**src/rtl/aes_ctrl_pkg.sv**
```systemverilog
// rtl/aes_ctrl_pkg.sv - shared widths and FSM state type for the AES core arbiter
package aes_ctrl_pkg;

    localparam int BLOCK_W = 128;
    localparam int KEY_W   = 128;

    typedef enum logic [1:0] {
        IDLE  = 2'd0,
        ISSUE = 2'd1,
        WAIT  = 2'd2,
        RESP  = 2'd3
    } arb_state_t;

endpackage

```
**src/rtl/aes_core_arbiter_if.sv**
```systemverilog
// rtl/aes_core_arbiter_if.sv - requester, AES core and response bundle for the arbiter
interface aes_core_arbiter_if;
    import aes_ctrl_pkg::*;

    logic [1:0]              req_valid;
    logic [1:0]              req_ready;
    logic [1:0][BLOCK_W-1:0] req_block;
    logic [1:0][KEY_W-1:0]   req_key;

    logic                    core_start;
    logic [BLOCK_W-1:0]      core_block;
    logic [KEY_W-1:0]        core_key;
    logic                    core_done;
    logic [BLOCK_W-1:0]      core_result;

    logic                    resp_valid;
    logic                    resp_ready;
    logic                    resp_id;
    logic [BLOCK_W-1:0]      resp_block;
    logic                    resp_err;
    logic                    busy;

    modport slave (
        input  req_valid, req_block, req_key, core_done, core_result, resp_ready,
        output req_ready, core_start, core_block, core_key,
               resp_valid, resp_id, resp_block, resp_err, busy
    );

    modport master (
        output req_valid, req_block, req_key, core_done, core_result, resp_ready,
        input  req_ready, core_start, core_block, core_key,
               resp_valid, resp_id, resp_block, resp_err, busy
    );

endinterface

```
**src/rtl/aes_rr_pick.sv**
```systemverilog
// rtl/aes_rr_pick.sv - two-way round-robin pick: pointer requester first, else the other
module aes_rr_pick (
    input  logic [1:0] valid,
    input  logic       pointer,
    output logic [1:0] grant
);

    // one-hot grant, favouring the requester the pointer names
    always_comb begin
        grant = 2'b00;
        if (valid[pointer]) begin
            grant[pointer] = 1'b1;
        end else if (valid[~pointer]) begin
            grant[~pointer] = 1'b1;
        end
    end

endmodule

```
**src/rtl/aes_core_arbiter.sv**
```systemverilog
// rtl/aes_core_arbiter.sv - shares one AES core between two requesters with timeout
module aes_core_arbiter
    import aes_ctrl_pkg::*;
#(
    parameter int TIMEOUT_CYCLES = 16,
    parameter int NUM_REQ        = 2
) (
    input  logic              clk,
    input  logic              reset,
    aes_core_arbiter_if.slave bus
);

    // one spare bit so the timer can step past TIMEOUT_CYCLES-1 without wrapping
    localparam int TMR_W = $clog2(TIMEOUT_CYCLES) + 1;

    arb_state_t         state;
    arb_state_t         state_nxt;
    logic [NUM_REQ-1:0] grant;
    logic               pointer;
    logic               sel_idx;
    logic [BLOCK_W-1:0] blk_q;
    logic [KEY_W-1:0]   key_q;
    logic [TMR_W-1:0]   timer;
    logic [BLOCK_W-1:0] res_q;
    logic               err_q;
    logic               accept;
    logic               timeout_hit;
    logic               resp_fire;

    aes_rr_pick u_pick (
        .valid   (bus.req_valid),
        .pointer (pointer),
        .grant   (grant)
    );

    assign accept      = (state == IDLE) && (|grant);
    assign timeout_hit = (timer == TMR_W'(TIMEOUT_CYCLES - 1));
    assign resp_fire   = (state == RESP) && bus.resp_ready;

    // state register
    always_ff @(posedge clk or negedge reset) begin
        if (!reset) begin
            state <= IDLE;
        end else begin
            state <= state_nxt;
        end
    end

    // next state, ready and launch pulse; core_done outside WAIT is simply not looked at
    always_comb begin
        state_nxt      = state;
        bus.req_ready  = 2'b00;
        bus.core_start = 1'b0;
        case (state)
            IDLE: begin
                bus.req_ready = grant;
                if (|grant) begin
                    state_nxt = ISSUE;
                end
            end
            ISSUE: begin
                bus.core_start = 1'b1;
                state_nxt      = WAIT;
            end
            WAIT: begin
                if (bus.core_done || timeout_hit) begin
                    state_nxt = RESP;
                end
            end
            RESP: begin
                if (bus.resp_ready) begin
                    state_nxt = IDLE;
                end
            end
            default: state_nxt = IDLE;
        endcase
    end

    // capture the granted requester's operands so later input changes cannot leak in
    always_ff @(posedge clk or negedge reset) begin
        if (!reset) begin
            blk_q   <= '0;
            key_q   <= '0;
            sel_idx <= 1'b0;
        end else if (accept) begin
            blk_q   <= bus.req_block[grant[1]];
            key_q   <= bus.req_key[grant[1]];
            sel_idx <= grant[1];
        end
    end

    // wait timer: cleared while issuing, counts every WAIT cycle
    always_ff @(posedge clk or negedge reset) begin
        if (!reset) begin
            timer <= '0;
        end else if (state == ISSUE) begin
            timer <= '0;
        end else if (state == WAIT) begin
            timer <= timer + 1'b1;
        end
    end

    // result capture; a done arriving on the last timer cycle still counts as success
    always_ff @(posedge clk or negedge reset) begin
        if (!reset) begin
            res_q <= '0;
            err_q <= 1'b0;
        end else if (state == WAIT) begin
            if (bus.core_done) begin
                res_q <= bus.core_result;
                err_q <= 1'b0;
            end else if (timeout_hit) begin
                res_q <= '0;
                err_q <= 1'b1;
            end
        end
    end

    // fairness pointer moves to the requester that was not just served
    always_ff @(posedge clk or negedge reset) begin
        if (!reset) begin
            pointer <= 1'b0;
        end else if (resp_fire) begin
            pointer <= ~sel_idx;
        end
    end

    assign bus.core_block = blk_q;
    assign bus.core_key   = key_q;
    assign bus.resp_valid = (state == RESP);
    assign bus.resp_id    = sel_idx;
    assign bus.resp_block = res_q;
    assign bus.resp_err   = err_q;
    assign bus.busy       = (state != IDLE);

endmodule

```
**src/flat_wrapper.sv**
```systemverilog
// flat-port wrapper written by rule: the top's interface ports become plain ports
module aes_core_arbiter_flat import aes_ctrl_pkg::*;
#(
    parameter int TIMEOUT_CYCLES = 16,
    parameter int NUM_REQ        = 2
)
  (clk, reset, bus_req_valid, bus_req_block, bus_req_key, bus_core_done, bus_core_result, bus_resp_ready, bus_req_ready, bus_core_start, bus_core_block, bus_core_key, bus_resp_valid, bus_resp_id, bus_resp_block, bus_resp_err, bus_busy);
  aes_core_arbiter_if bus_i ();
  input  logic clk;
  input  logic reset;
  input wire logic [$bits(bus_i.req_valid)-1:0] bus_req_valid;
  input wire logic [$bits(bus_i.req_block)-1:0] bus_req_block;
  input wire logic [$bits(bus_i.req_key)-1:0] bus_req_key;
  input wire logic [$bits(bus_i.core_done)-1:0] bus_core_done;
  input wire logic [$bits(bus_i.core_result)-1:0] bus_core_result;
  input wire logic [$bits(bus_i.resp_ready)-1:0] bus_resp_ready;
  output wire logic [$bits(bus_i.req_ready)-1:0] bus_req_ready;
  output wire logic [$bits(bus_i.core_start)-1:0] bus_core_start;
  output wire logic [$bits(bus_i.core_block)-1:0] bus_core_block;
  output wire logic [$bits(bus_i.core_key)-1:0] bus_core_key;
  output wire logic [$bits(bus_i.resp_valid)-1:0] bus_resp_valid;
  output wire logic [$bits(bus_i.resp_id)-1:0] bus_resp_id;
  output wire logic [$bits(bus_i.resp_block)-1:0] bus_resp_block;
  output wire logic [$bits(bus_i.resp_err)-1:0] bus_resp_err;
  output wire logic [$bits(bus_i.busy)-1:0] bus_busy;
  assign bus_i.req_valid = bus_req_valid;
  assign bus_i.req_block = bus_req_block;
  assign bus_i.req_key = bus_req_key;
  assign bus_i.core_done = bus_core_done;
  assign bus_i.core_result = bus_core_result;
  assign bus_i.resp_ready = bus_resp_ready;
  assign bus_req_ready = bus_i.req_ready;
  assign bus_core_start = bus_i.core_start;
  assign bus_core_block = bus_i.core_block;
  assign bus_core_key = bus_i.core_key;
  assign bus_resp_valid = bus_i.resp_valid;
  assign bus_resp_id = bus_i.resp_id;
  assign bus_resp_block = bus_i.resp_block;
  assign bus_resp_err = bus_i.resp_err;
  assign bus_busy = bus_i.busy;
  aes_core_arbiter #(.TIMEOUT_CYCLES(TIMEOUT_CYCLES), .NUM_REQ(NUM_REQ)) u_core (.clk(clk), .reset(reset), .bus(bus_i));
endmodule
```
**config.mk**
```make
export PLATFORM = sky130hd
export DESIGN_NAME = aes_core_arbiter_flat
export DESIGN_NICKNAME = d
export VERILOG_FILES = /design/src/rtl/aes_ctrl_pkg.sv /design/src/rtl/aes_core_arbiter_if.sv /design/src/rtl/aes_rr_pick.sv /design/src/rtl/aes_core_arbiter.sv /design/src/flat_wrapper.sv
export SDC_FILE = /design/constraint.sdc
export NUM_CORES = 1
export LEC_CHECK = 0
export BUFFER_PORTS_ARGS = -buffer_cell sky130_fd_sc_hd__buf_2
export CAP_MARGIN = 30
export CELL_PAD_IN_SITES_DETAIL_PLACEMENT = 1
export CELL_PAD_IN_SITES_GLOBAL_PLACEMENT = 1
export CORE_AREA = 2 2 405 407
export CTS_BUF_LIST = sky130_fd_sc_hd__clkbuf_16
export DETAILED_ROUTE_END_ITERATION = 10
export DIE_AREA = 0 0 407 409
export PLACE_DENSITY_LB_ADDON = 0.12
export REMOVE_ABC_BUFFERS = 1
export SETUP_SLACK_MARGIN = 0.15
export SLEW_MARGIN = 40
export SYNTH_ARGS = -nofsm -noshare
export SYNTH_HDL_FRONTEND = slang
export SYNTH_HIERARCHICAL = 1
export SYNTH_SLANG_ARGS = --single-unit
```
**constraint.sdc**
```tcl
create_clock -name clk -period 2.6 [get_ports clk]
set_clock_uncertainty 0.1 [all_clocks]
set_input_delay 0.26 -clock clk [delete_from_list [all_inputs] [get_ports clk]]
set_output_delay 0.26 -clock clk [all_outputs]
set_load 0.01 [all_outputs]
```
==> results of run 1 <==
## sequential cells by signal, summed over array words and instances (netlist names)
signal,flops
u_core/bus.core_block,128
u_core/bus.core_key,128
u_core/bus.resp_block,128
u_core/bus.resp_err,1
u_core/bus.resp_id,1
u_core/pointer,1
u_core/state,2
u_core/timer,5
## critical path: stages, from the launching register on
cell,delay (ps)
sky130_fd_sc_hd__dfrtp_1,370
sky130_fd_sc_hd__inv_1,80
sky130_fd_sc_hd__a21boi_4,310
sky130_fd_sc_hd__buf_6,190
sky130_fd_sc_hd__clkbuf_16,220
sky130_fd_sc_hd__mux2i_1,280
sky130_fd_sc_hd__dlygate4sd3_1,610
sky130_fd_sc_hd__o21ai_0,80
## power breakdown
part	switching [W]	leakage (nW)	internal, W
clock	0.00321	0.882	0.00404
combinational	0.00777	10.3	0.00577
sequential	0.00181	4.91	0.00904
total	0.0128	16.1	0.0189
## kinds of logic (layout without fill, tap and decap cells)
kind of cell             Yosys count  count (layout)  share of synthesized area
AO/OA/AOI/OAI                    398             398                      0.149
flip-flops                       394             394                      0.588
AND/OR/NAND/NOR                  273             273                     0.0622
multiplexers                     260             260                      0.156
buffers and inverters            124            1863                     0.0395
adder cells (fa/ha/maj)            7               7                    0.00523
other                              0              10                          0
## repair_timing
| action | in CTS | in global routing |
|---|---|---|
| hold buffers | 645 | 0 |
| buffers inserted | 0 | 5 |
| endpoints found under the hold margin | 593 | 0 |
| endpoints found under the setup margin | 0 | 34 |
| resized for setup | 0 | 6 |
## worst max path at each step
stage                     slack (ps)  cells after the start             start                          to
after floorplan               -35620                      4  bus_req_valid[1]  u_core/bus.core_block[100]
after global placement           480                      6    u_core/pointer   u_core/bus.core_block[15]
after detailed placement         420                      6   u_core/timer[0]   u_core/bus.resp_block[89]
after CTS                        180                      7    u_core/pointer    u_core/bus.core_block[3]
after global routing             140                      7    u_core/pointer  u_core/bus.core_block[122]
final                            230                      7    u_core/pointer     u_core/bus.core_key[17]
## stage by stage
step / util / power, W / instances
3_3_place_gp: 0.153 / 0.0237 / 4617
5_1_grt: 0.204 / 0.0341 / 5373
3_5_place_dp: 0.153 / 0.0239 / 4617
4_1_cts: 0.203 / 0.0324 / 5363
6_report: 0.204 / 0.0317 / 5380
2_1_floorplan: - / 0.0172 / 1342
## cell type report
cell class                 instances  share of cell area
timing repair buffer            1752               0.377
sequential                       394               0.298
inverter                          10             0.00114
tap                             2175              0.0824
clock buffer                      55              0.0416
clock inverter                    46             0.00939
multi-input combinational        938               0.190
antenna                           10            0.000757
## cells in the final DEF (no fill, tap or decap), types with 5 or more instances in the layout
| cell type | n |
|---|---|
| sky130_fd_sc_hd__buf_2 | 1035 |
| sky130_fd_sc_hd__dlygate4sd3_1 | 645 |
| sky130_fd_sc_hd__dfrtp_1 | 394 |
| sky130_fd_sc_hd__nand2_1 | 261 |
| sky130_fd_sc_hd__mux2i_1 | 257 |
| sky130_fd_sc_hd__o21ai_0 | 185 |
| sky130_fd_sc_hd__a22o_1 | 128 |
| sky130_fd_sc_hd__o21ai_1 | 74 |
| sky130_fd_sc_hd__clkbuf_16 | 57 |
| sky130_fd_sc_hd__buf_4 | 47 |
| sky130_fd_sc_hd__inv_1 | 25 |
| sky130_fd_sc_hd__buf_12 | 17 |
| sky130_fd_sc_hd__clkinv_2 | 12 |
| sky130_fd_sc_hd__clkinv_1 | 11 |
| sky130_fd_sc_hd__diode_2 | 10 |
| sky130_fd_sc_hd__ha_1 | 6 |
| sky130_fd_sc_hd__buf_6 | 5 |
| sky130_fd_sc_hd__nor2_1 | 5 |
## metal layers
layer,part of all wire,GRT usage,up-vias
met5,0.00026,0,-
met4,0.040,0.0478,4
met3,0.067,0.0313,158
met2,0.53,0.223,582
met1,0.36,0.123,8861
li1,-,-,8543
==> metrics, run 1 <==
Post-synth top cells 394 x sky130_fd_sc_hd__dfrtp_1, 261 x sky130_fd_sc_hd__nand2_1, 257 x sky130_fd_sc_hd__mux2i_1; Netlist cell types 27; 1st-iter DRT viols 544; leading cell type by number of instances after synthesis sky130_fd_sc_hd__dfrtp_1; final critical-path share of the clock period 0.912; Final ANT Viol Nets 0; maximum clock path buffer count 3; post-placement worst setup slack 416 ps; final setup margin 228 ps; Clk Latency, worst-skew pair 640 ps; DR DRC count 0; max_cap viols 0; floorplan row count 148; pin count of the biggest net entering global routing 91; clock slew at reported path FFs 60 ps; average instance area after synthesis 11.5 sq um; worst endpoint data arrival time 2790 ps; Post-Route Setup TNS 0 ps; Pins Over Slew Limit 0; number of primary I/O pins 1037; Synth async-reset ratio 1.00; synth-to-layout area growth 97.2%; launching element type of the critical path register; Post-Synthesis Cells 1456; via-per-instance ratio 3.37; total leakage power 16.1 nW; number of antenna violations at the first check in global routing 13; type of element capturing the critical path register; Routed WL per cell 19.3 um; WS Path Type reg2reg; required arrival time at the worst endpoint 3020 ps; endpoint of the worst hold path u_core/bus.resp_id; worst-path maximum fanout 13; total length of routed wires 104 mm; clock period minus final worst setup slack 2370 ps; overall routing resource usage 0.119; footprint of the multi-input gates 6260 sq um; sequential cell area 9860 sq um; warnings from Yosys 6; full die area 166000 sq um; number of global-route vias before repair 20605; HPWL after detailed placement 80.2 mm; total non-filler cell area in the finished layout 33000 sq um; area of placed instances 24800 sq um; count of flip-flops with a built-in enable after synthesis 0; Core Region 162000 sq um; share of layout cells above drive strength 1 0.372; TritonCTS Sinks 394; Setup violations, final 0; maximum VDD drop 0.449 mV; overall overflow remaining after global route 0; tightest slew margin relative to the limit 0.540; unrepaired setup endpoints after global routing false; number of flip-flops and latches in the synthesized netlist 394; x dimension of the die 407 um; leading cell types by total area after synthesis sky130_fd_sc_hd__dfrtp_1 59%, sky130_fd_sc_hd__mux2i_1 15%, sky130_fd_sc_hd__a22o_1 6.7%, sky130_fd_sc_hd__nand2_1 5.8%, sky130_fd_sc_hd__o21ai_0 5.6%; power density normalized to cell area 958 nW/um^2; hold violation total from the final report 0; vias after detailed routing 18148; Tightest Pin Transition 690 ps; summed instance area of the synthesized netlist 16800 sq um; CTS Root Buffer Type sky130_fd_sc_hd__clkbuf_16; class of the tightest hold or removal check in2reg; worst hold slack 99.0 ps; total CTS buffers 55; status finished, final reports clean; path depth of the worst reg2reg path 7; Placer Congestion 0.824; CTS tree built; count of nets after finishing 3804; Reg2Reg Capture Point u_core/bus.core_key[17]; origin of the critical flop-to-flop path u_core/pointer; number of port buffers 1036; effective utilization at floorplan 0.103; Hold Path Stages 4; 1st-pass router iterations 5; H-tree levels 2; top cell type's share of synthesized area 0.588; Vert. Die Dim 409 um; start point of the worst min-delay path bus_req_valid[0]; worst setup slack for register-to-register paths 230 ps; global-route wire length before repair 144 mm; sequential area share after synthesis 0.588; achievable clock frequency 422 MHz; filler cell count in the final layout 18878; most area-hungry cell type in the Yosys netlist sky130_fd_sc_hd__dfrtp_1; dominant register cell in the synthesized netlist sky130_fd_sc_hd__dfrtp_1
(Power assumes the default switching activity.)
==> run 2, diff against run 1 <==
RECOVER_POWER = 50   (was not set)
==> run 2 against run 1 <==
  * Total power down 1.1%
  * Via count rose by 0.10%
  * Sequential cell count is the same
  * Sequential share of layout area up 0.32 points
  * Final area decreased by 1.1%
  * Critical path depth stayed put
  * First-iteration DRC count up 2.2%
  * Sequential power about the same
  * Die area unchanged
  * Cell count unchanged
  * Largest cell class unchanged
  * Highest routed layer unchanged
==> metrics, run 2 (synthesis gave the netlist of run 1 again) <==
via-per-instance ratio 3.38 (was 3.37); share of layout cells above drive strength 1 0.308 (was 0.372); count of nets after finishing 3804 (unchanged); worst endpoint data arrival time 2770 ps (was 2790 ps); Routed WL per cell 19.3 um (about the same); 1st-iter DRT viols 556 (was 544); highest signal layer in the routed design met5 (unchanged); x dimension of the die 407 um (unchanged); unrepaired setup endpoints after global routing false (unchanged); worst hold slack 99.4 ps (was 99.0 ps); TritonCTS Sinks 394 (unchanged); worst-path maximum fanout 11 (was 13); total leakage power 15.4 nW (was 16.1 nW); total non-filler cell area in the finished layout 32700 sq um (was 33000 sq um); final critical-path share of the clock period 0.906 (was 0.912); maximum VDD drop 0.449 mV (about the same); Tightest Pin Transition 1400 ps (was 690 ps); Post-Route Setup TNS 0 ps (unchanged); final setup margin 245 ps (was 228 ps); tightest slew margin relative to the limit 0.0657 (was 0.540); Core Region 162000 sq um (unchanged); class of the tightest hold or removal check in2reg (unchanged); post-placement worst setup slack 416 ps (unchanged); post-layout util 0.202 (was 0.204); total length of routed wires 104 mm (about the same); overall routing resource usage 0.119 (unchanged); number of global-route vias before repair 20605 (unchanged); required arrival time at the worst endpoint 3020 ps (about the same); WL met1 37.3 mm (about the same); CTS Root Buffer Type sky130_fd_sc_hd__clkbuf_16 (unchanged); Vert. Die Dim 409 um (unchanged); effective utilization at floorplan 0.103 (unchanged); DR DRC count 0 (unchanged); Setup violations, final 0 (unchanged); WS Path Type reg2reg (unchanged); synth-to-layout area growth 95.1% (was 97.2%); clock period minus final worst setup slack 2360 ps (was 2370 ps); number of antenna violations at the first check in global routing 13 (unchanged); 1st-pass router iterations 4 (was 5); most frequent cells in the layout 843 x sky130_fd_sc_hd__buf_2, 645 x sky130_fd_sc_hd__dlygate4sd3_1, 394 x sky130_fd_sc_hd__dfrtp_1, 261 x sky130_fd_sc_hd__nand2_1, 257 x sky130_fd_sc_hd__mux2i_1 (was 1035 x sky130_fd_sc_hd__buf_2, 645 x sky130_fd_sc_hd__dlygate4sd3_1, 394 x sky130_fd_sc_hd__dfrtp_1, 261 x sky130_fd_sc_hd__nand2_1, 257 x sky130_fd_sc_hd__mux2i_1); floorplan row count 148 (unchanged); Clk Latency, worst-skew pair 640 ps (about the same); H-tree levels 2 (unchanged); launching element type of the critical path register (unchanged); overall overflow remaining after global route 0 (unchanged); global-route wire length before repair 144 mm (unchanged); pin count of the biggest net entering global routing 91 (unchanged); most common cell after layout, fill and taps aside sky130_fd_sc_hd__buf_2 (unchanged); Final ANT Viol Nets 0 (unchanged); met3 wirelength from detailed routing 6.98 mm (was 6.91 mm); achievable clock frequency 425 MHz (was 422 MHz); maximum clock path buffer count 3 (unchanged); vias after detailed routing 18167 (was 18148); CTS tree built (unchanged); total CTS buffers 55 (unchanged); power density normalized to cell area 957 nW/um^2 (was 958 nW/um^2); area of placed instances 24800 sq um (unchanged); max_cap viols 0 (unchanged); status finished, final reports clean (unchanged); Pins Over Slew Limit 0 (unchanged); hold violation total from the final report 0 (unchanged); number of primary I/O pins 1037 (unchanged); full die area 166000 sq um (unchanged); Placer Congestion 0.824 (unchanged); number of port buffers 1036 (unchanged); amount of wire on met2 after detailed routing 55.1 mm (was 55.2 mm); type of element capturing the critical path register (unchanged); clock slew at reported path FFs 60 ps (about the same); HPWL after detailed placement 80.2 mm (unchanged)
==> run 2: changes by cell type in the layout (fill, tap and decap cells not counted), sizes merged <==
cell	delta
clkbuf	+211
buf	-211
==> run 2: worst paths after layout <==
path,start,to,slack (ps),cells after the start
max,u_core/pointer,u_core/bus.core_key[10],240,7
min,bus_req_valid[0],u_core/bus.resp_id,100,4
max reg2reg,u_core/pointer,u_core/bus.core_key[10],240,7
min reg2reg,u_core/bus.core_key[109],u_core/bus.core_key[109],380,2
max in group asynchronous,reset,u_core/bus.core_key[37],430,3
min in group asynchronous,reset,u_core/bus.core_block[94],110,2
==> run 2: critical path: stages (launching register included) <==
cell,delay [ps]
sky130_fd_sc_hd__dfrtp_1,370
sky130_fd_sc_hd__inv_1,80
sky130_fd_sc_hd__a21boi_4,310
sky130_fd_sc_hd__buf_12,210
sky130_fd_sc_hd__buf_12,130
sky130_fd_sc_hd__mux2i_1,250
sky130_fd_sc_hd__dlygate4sd3_1,620
sky130_fd_sc_hd__o21ai_0,100
==> run 2: layout make-up <==
type	count	area, sq um
Fill cell	18953	129000
Timing Repair Buffer	1752	12100
Sequential cell	394	9860
Multi-Input combinational cell	938	6260
Tap cell	2175	2720
Clock buffer	55	1380
Clock inverter	46	310
Inverter	10	37.5
Antenna cell	10	25.0
==> run 2: metrics by stage <==
step / cells / power, W
finish: 5380 / 0.0313
global route: 5373 / 0.0337
CTS: 5363 / 0.0324
detailed placement: 4617 / 0.0239
global placement: 4617 / 0.0237
floorplan: 1342 / 0.0172
==> run 2: power by group <==
| part | switching [W] | total, W | leakage, nW | internal, W |
|---|---|---|---|---|
| registers | 0.00184 | 0.0109 | 4.91 | 0.00905 |
| logic | 0.00779 | 0.0132 | 9.57 | 0.00537 |
| clock network | 0.00320 | 0.00725 | 0.882 | 0.00404 |
==> run 2: repair_timing <==
action	CTS	global route
resized for setup	0	6
setup buffers	0	5
hold endpoints to repair	593	0
hold buffers	645	0
endpoints found under the setup margin	0	34
==> run 2: per-layer routing <==
layer  vias up  track usage
li1       8545            -
met1      8873        0.123
met4         4       0.0478
met2       580        0.223
met5         -            0
met3       165       0.0313
==> run 3, diff against run 2 <==
MAX_ROUTING_LAYER = met4   (was not set)
==> run 3 against run 2 <==
  * Non-clock buffer count is 1 lower
  * Register-to-register slack worse by 20 ps
  * Hold slack worse by 2.6 ps
  * Die area stayed put
  * Global-route usage is 0.34 points higher
  * Sequential share of layout area hardly changed
  * Largest cell class unchanged
  * Highest routed layer is now met4
==> metrics, run 3 (synthesis gave the netlist of run 1 again) <==
status finished, final reports clean (unchanged); floorplan row count 148 (unchanged); unrepaired setup endpoints after global routing false (unchanged); routing usage on met2 0.223 (about the same); maximum clock path buffer count 3 (unchanged); most frequent cells in the layout 843 x sky130_fd_sc_hd__buf_2, 645 x sky130_fd_sc_hd__dlygate4sd3_1, 394 x sky130_fd_sc_hd__dfrtp_1, 261 x sky130_fd_sc_hd__nand2_1, 257 x sky130_fd_sc_hd__mux2i_1 (unchanged); total leakage power 15.4 nW (about the same); pin count of the biggest net entering global routing 91 (unchanged); via-per-instance ratio 3.38 (about the same); CTS Root Buffer Type sky130_fd_sc_hd__clkbuf_16 (unchanged); area of placed instances 24800 sq um (unchanged); global-route wire length before repair 144 mm (about the same); Final ANT Viol Nets 0 (unchanged); most congested layer reported by global routing met2 (unchanged); count of nets after finishing 3803 (was 3804); effective utilization at floorplan 0.103 (unchanged); overall overflow remaining after global route 0 (unchanged); Vert. Die Dim 409 um (unchanged); most common cell after layout, fill and taps aside sky130_fd_sc_hd__buf_2 (unchanged); achievable clock frequency 421 MHz (was 425 MHz); number of antenna violations at the first check in global routing 11 (was 13); Overall Power 0.0313 W (about the same); HPWL after detailed placement 80.2 mm (unchanged); final cell count without fillers 5379 (was 5380); DR DRC count 0 (unchanged); share of layout cells above drive strength 1 0.308 (about the same); Pins Over Slew Limit 0 (unchanged); number of port buffers 1036 (unchanged); H-tree levels 2 (unchanged); required arrival time at the worst endpoint 3020 ps (about the same); Placer Congestion 0.837 (was 0.824); total CTS buffers 55 (unchanged); Clk Latency, worst-skew pair 650 ps (was 640 ps); Routed WL per cell 19.3 um (about the same); global routing usage on met1 0.124 (was 0.123); total placed cells including tap cells 4617 (unchanged); launching element type of the critical path register (unchanged); type of element capturing the critical path register (unchanged); clock period minus final worst setup slack 2370 ps (was 2360 ps); synth-to-layout area growth 94.9% (was 95.1%); x dimension of the die 407 um (unchanged); class of the tightest hold or removal check in2reg (unchanged); WS Path Type reg2reg (unchanged); Setup violations, final 0 (unchanged); max_cap viols 0 (unchanged); power density normalized to cell area 957 nW/um^2 (about the same); maximum VDD drop 0.449 mV (about the same); vias after detailed routing 18191 (was 18167); CTS tree built (unchanged); Tightest Pin Transition 1410 ps (was 1400 ps); 1st-iter DRT viols 552 (was 556); 1st-pass router iterations 6 (was 4); worst-path maximum fanout 13 (was 11); total length of routed wires 104 mm (about the same); tightest slew margin relative to the limit 0.0595 (was 0.0657); worst endpoint data arrival time 2790 ps (was 2770 ps); number of primary I/O pins 1037 (unchanged); clock slew at reported path FFs 60 ps (about the same); Core Region 162000 sq um (unchanged); full die area 166000 sq um (unchanged); final critical-path share of the clock period 0.913 (was 0.906); hold violation total from the final report 0 (unchanged); total non-filler cell area in the finished layout 32700 sq um (about the same); number of global-route vias before repair 20669 (was 20605); TritonCTS Sinks 394 (unchanged); overall routing resource usage 0.122 (was 0.119); Global Route met3 Usage 0.0288 (was 0.0313)
-- run 3: area by class of cell --
class / count / area (sq um)
Antenna cell: 10 / 25.0
Clock buffer: 55 / 1380
Clock inverter: 46 / 310
Fill cell: 18947 / 129000
Inverter: 10 / 37.5
Multi-Input combinational cell: 938 / 6260
Sequential cell: 394 / 9860
Tap cell: 2175 / 2720
Timing Repair Buffer: 1751 / 12100
-- run 3: worst max-delay path, cell delays in order, from the launching register on --
cell and delay (ps):
sky130_fd_sc_hd__dfrtp_1 370, sky130_fd_sc_hd__inv_1 80, sky130_fd_sc_hd__a21boi_4 310, sky130_fd_sc_hd__buf_6 190
sky130_fd_sc_hd__clkbuf_16 220, sky130_fd_sc_hd__mux2i_1 280, sky130_fd_sc_hd__dlygate4sd3_1 600, sky130_fd_sc_hd__o21ai_0 80
-- run 3: where the power goes --
group / internal, W / total [W] / switching [W] / leakage (nW)
clock: 0.00404 / 0.00723 / 0.00319 / 0.882
combinational: 0.00536 / 0.0132 / 0.00779 / 9.56
sequential: 0.00905 / 0.0109 / 0.00185 / 4.91
total: 0.0184 / 0.0313 / 0.0128 / 15.4
-- run 3: path summary, 6_finish.rpt --
kind	startpoint	to	slack [ps]	cells past startpoint
max in group asynchronous	reset	u_core/bus.core_key[85]	410	3
worst max-delay path	u_core/pointer	u_core/bus.core_key[17]	230	7
worst min-delay path	bus_req_valid[0]	u_core/bus.resp_id	100	4
worst max register to register	u_core/pointer	u_core/bus.core_key[17]	230	7
worst min register to register	u_core/bus.core_key[109]	u_core/bus.core_key[109]	380	2
min in group asynchronous	reset	u_core/bus.resp_block[80]	110	2
-- run 3: layer usage --
layer  share of wire  routed length [um]
met1            0.36               37600
met2            0.53               55000
met3           0.064                6660
met4           0.043                4410
met5               0                   0
-- run 3: per-stage QoR --
step | setup slack, ps | hold WS (ps) | setup TNS [ps] | utilization
floorplan | -35620 | -136 | -9955110 | -
global placement | 477 | 217 | 0 | 0.153
detailed placement | 416 | 216 | 0 | 0.153
CTS | 176 | 17.3 | 0 | 0.203
global route | 120 | 65.1 | 0 | 0.202
finish | 227 | 96.8 | 0 | 0.202
-- run 3: repair_timing --
action	4_1_cts	5_1_grt
buffers inserted	0	4
resized for setup	0	6
endpoints found under the setup margin	0	34
endpoints found under the hold margin	593	0
hold buffers	645	0
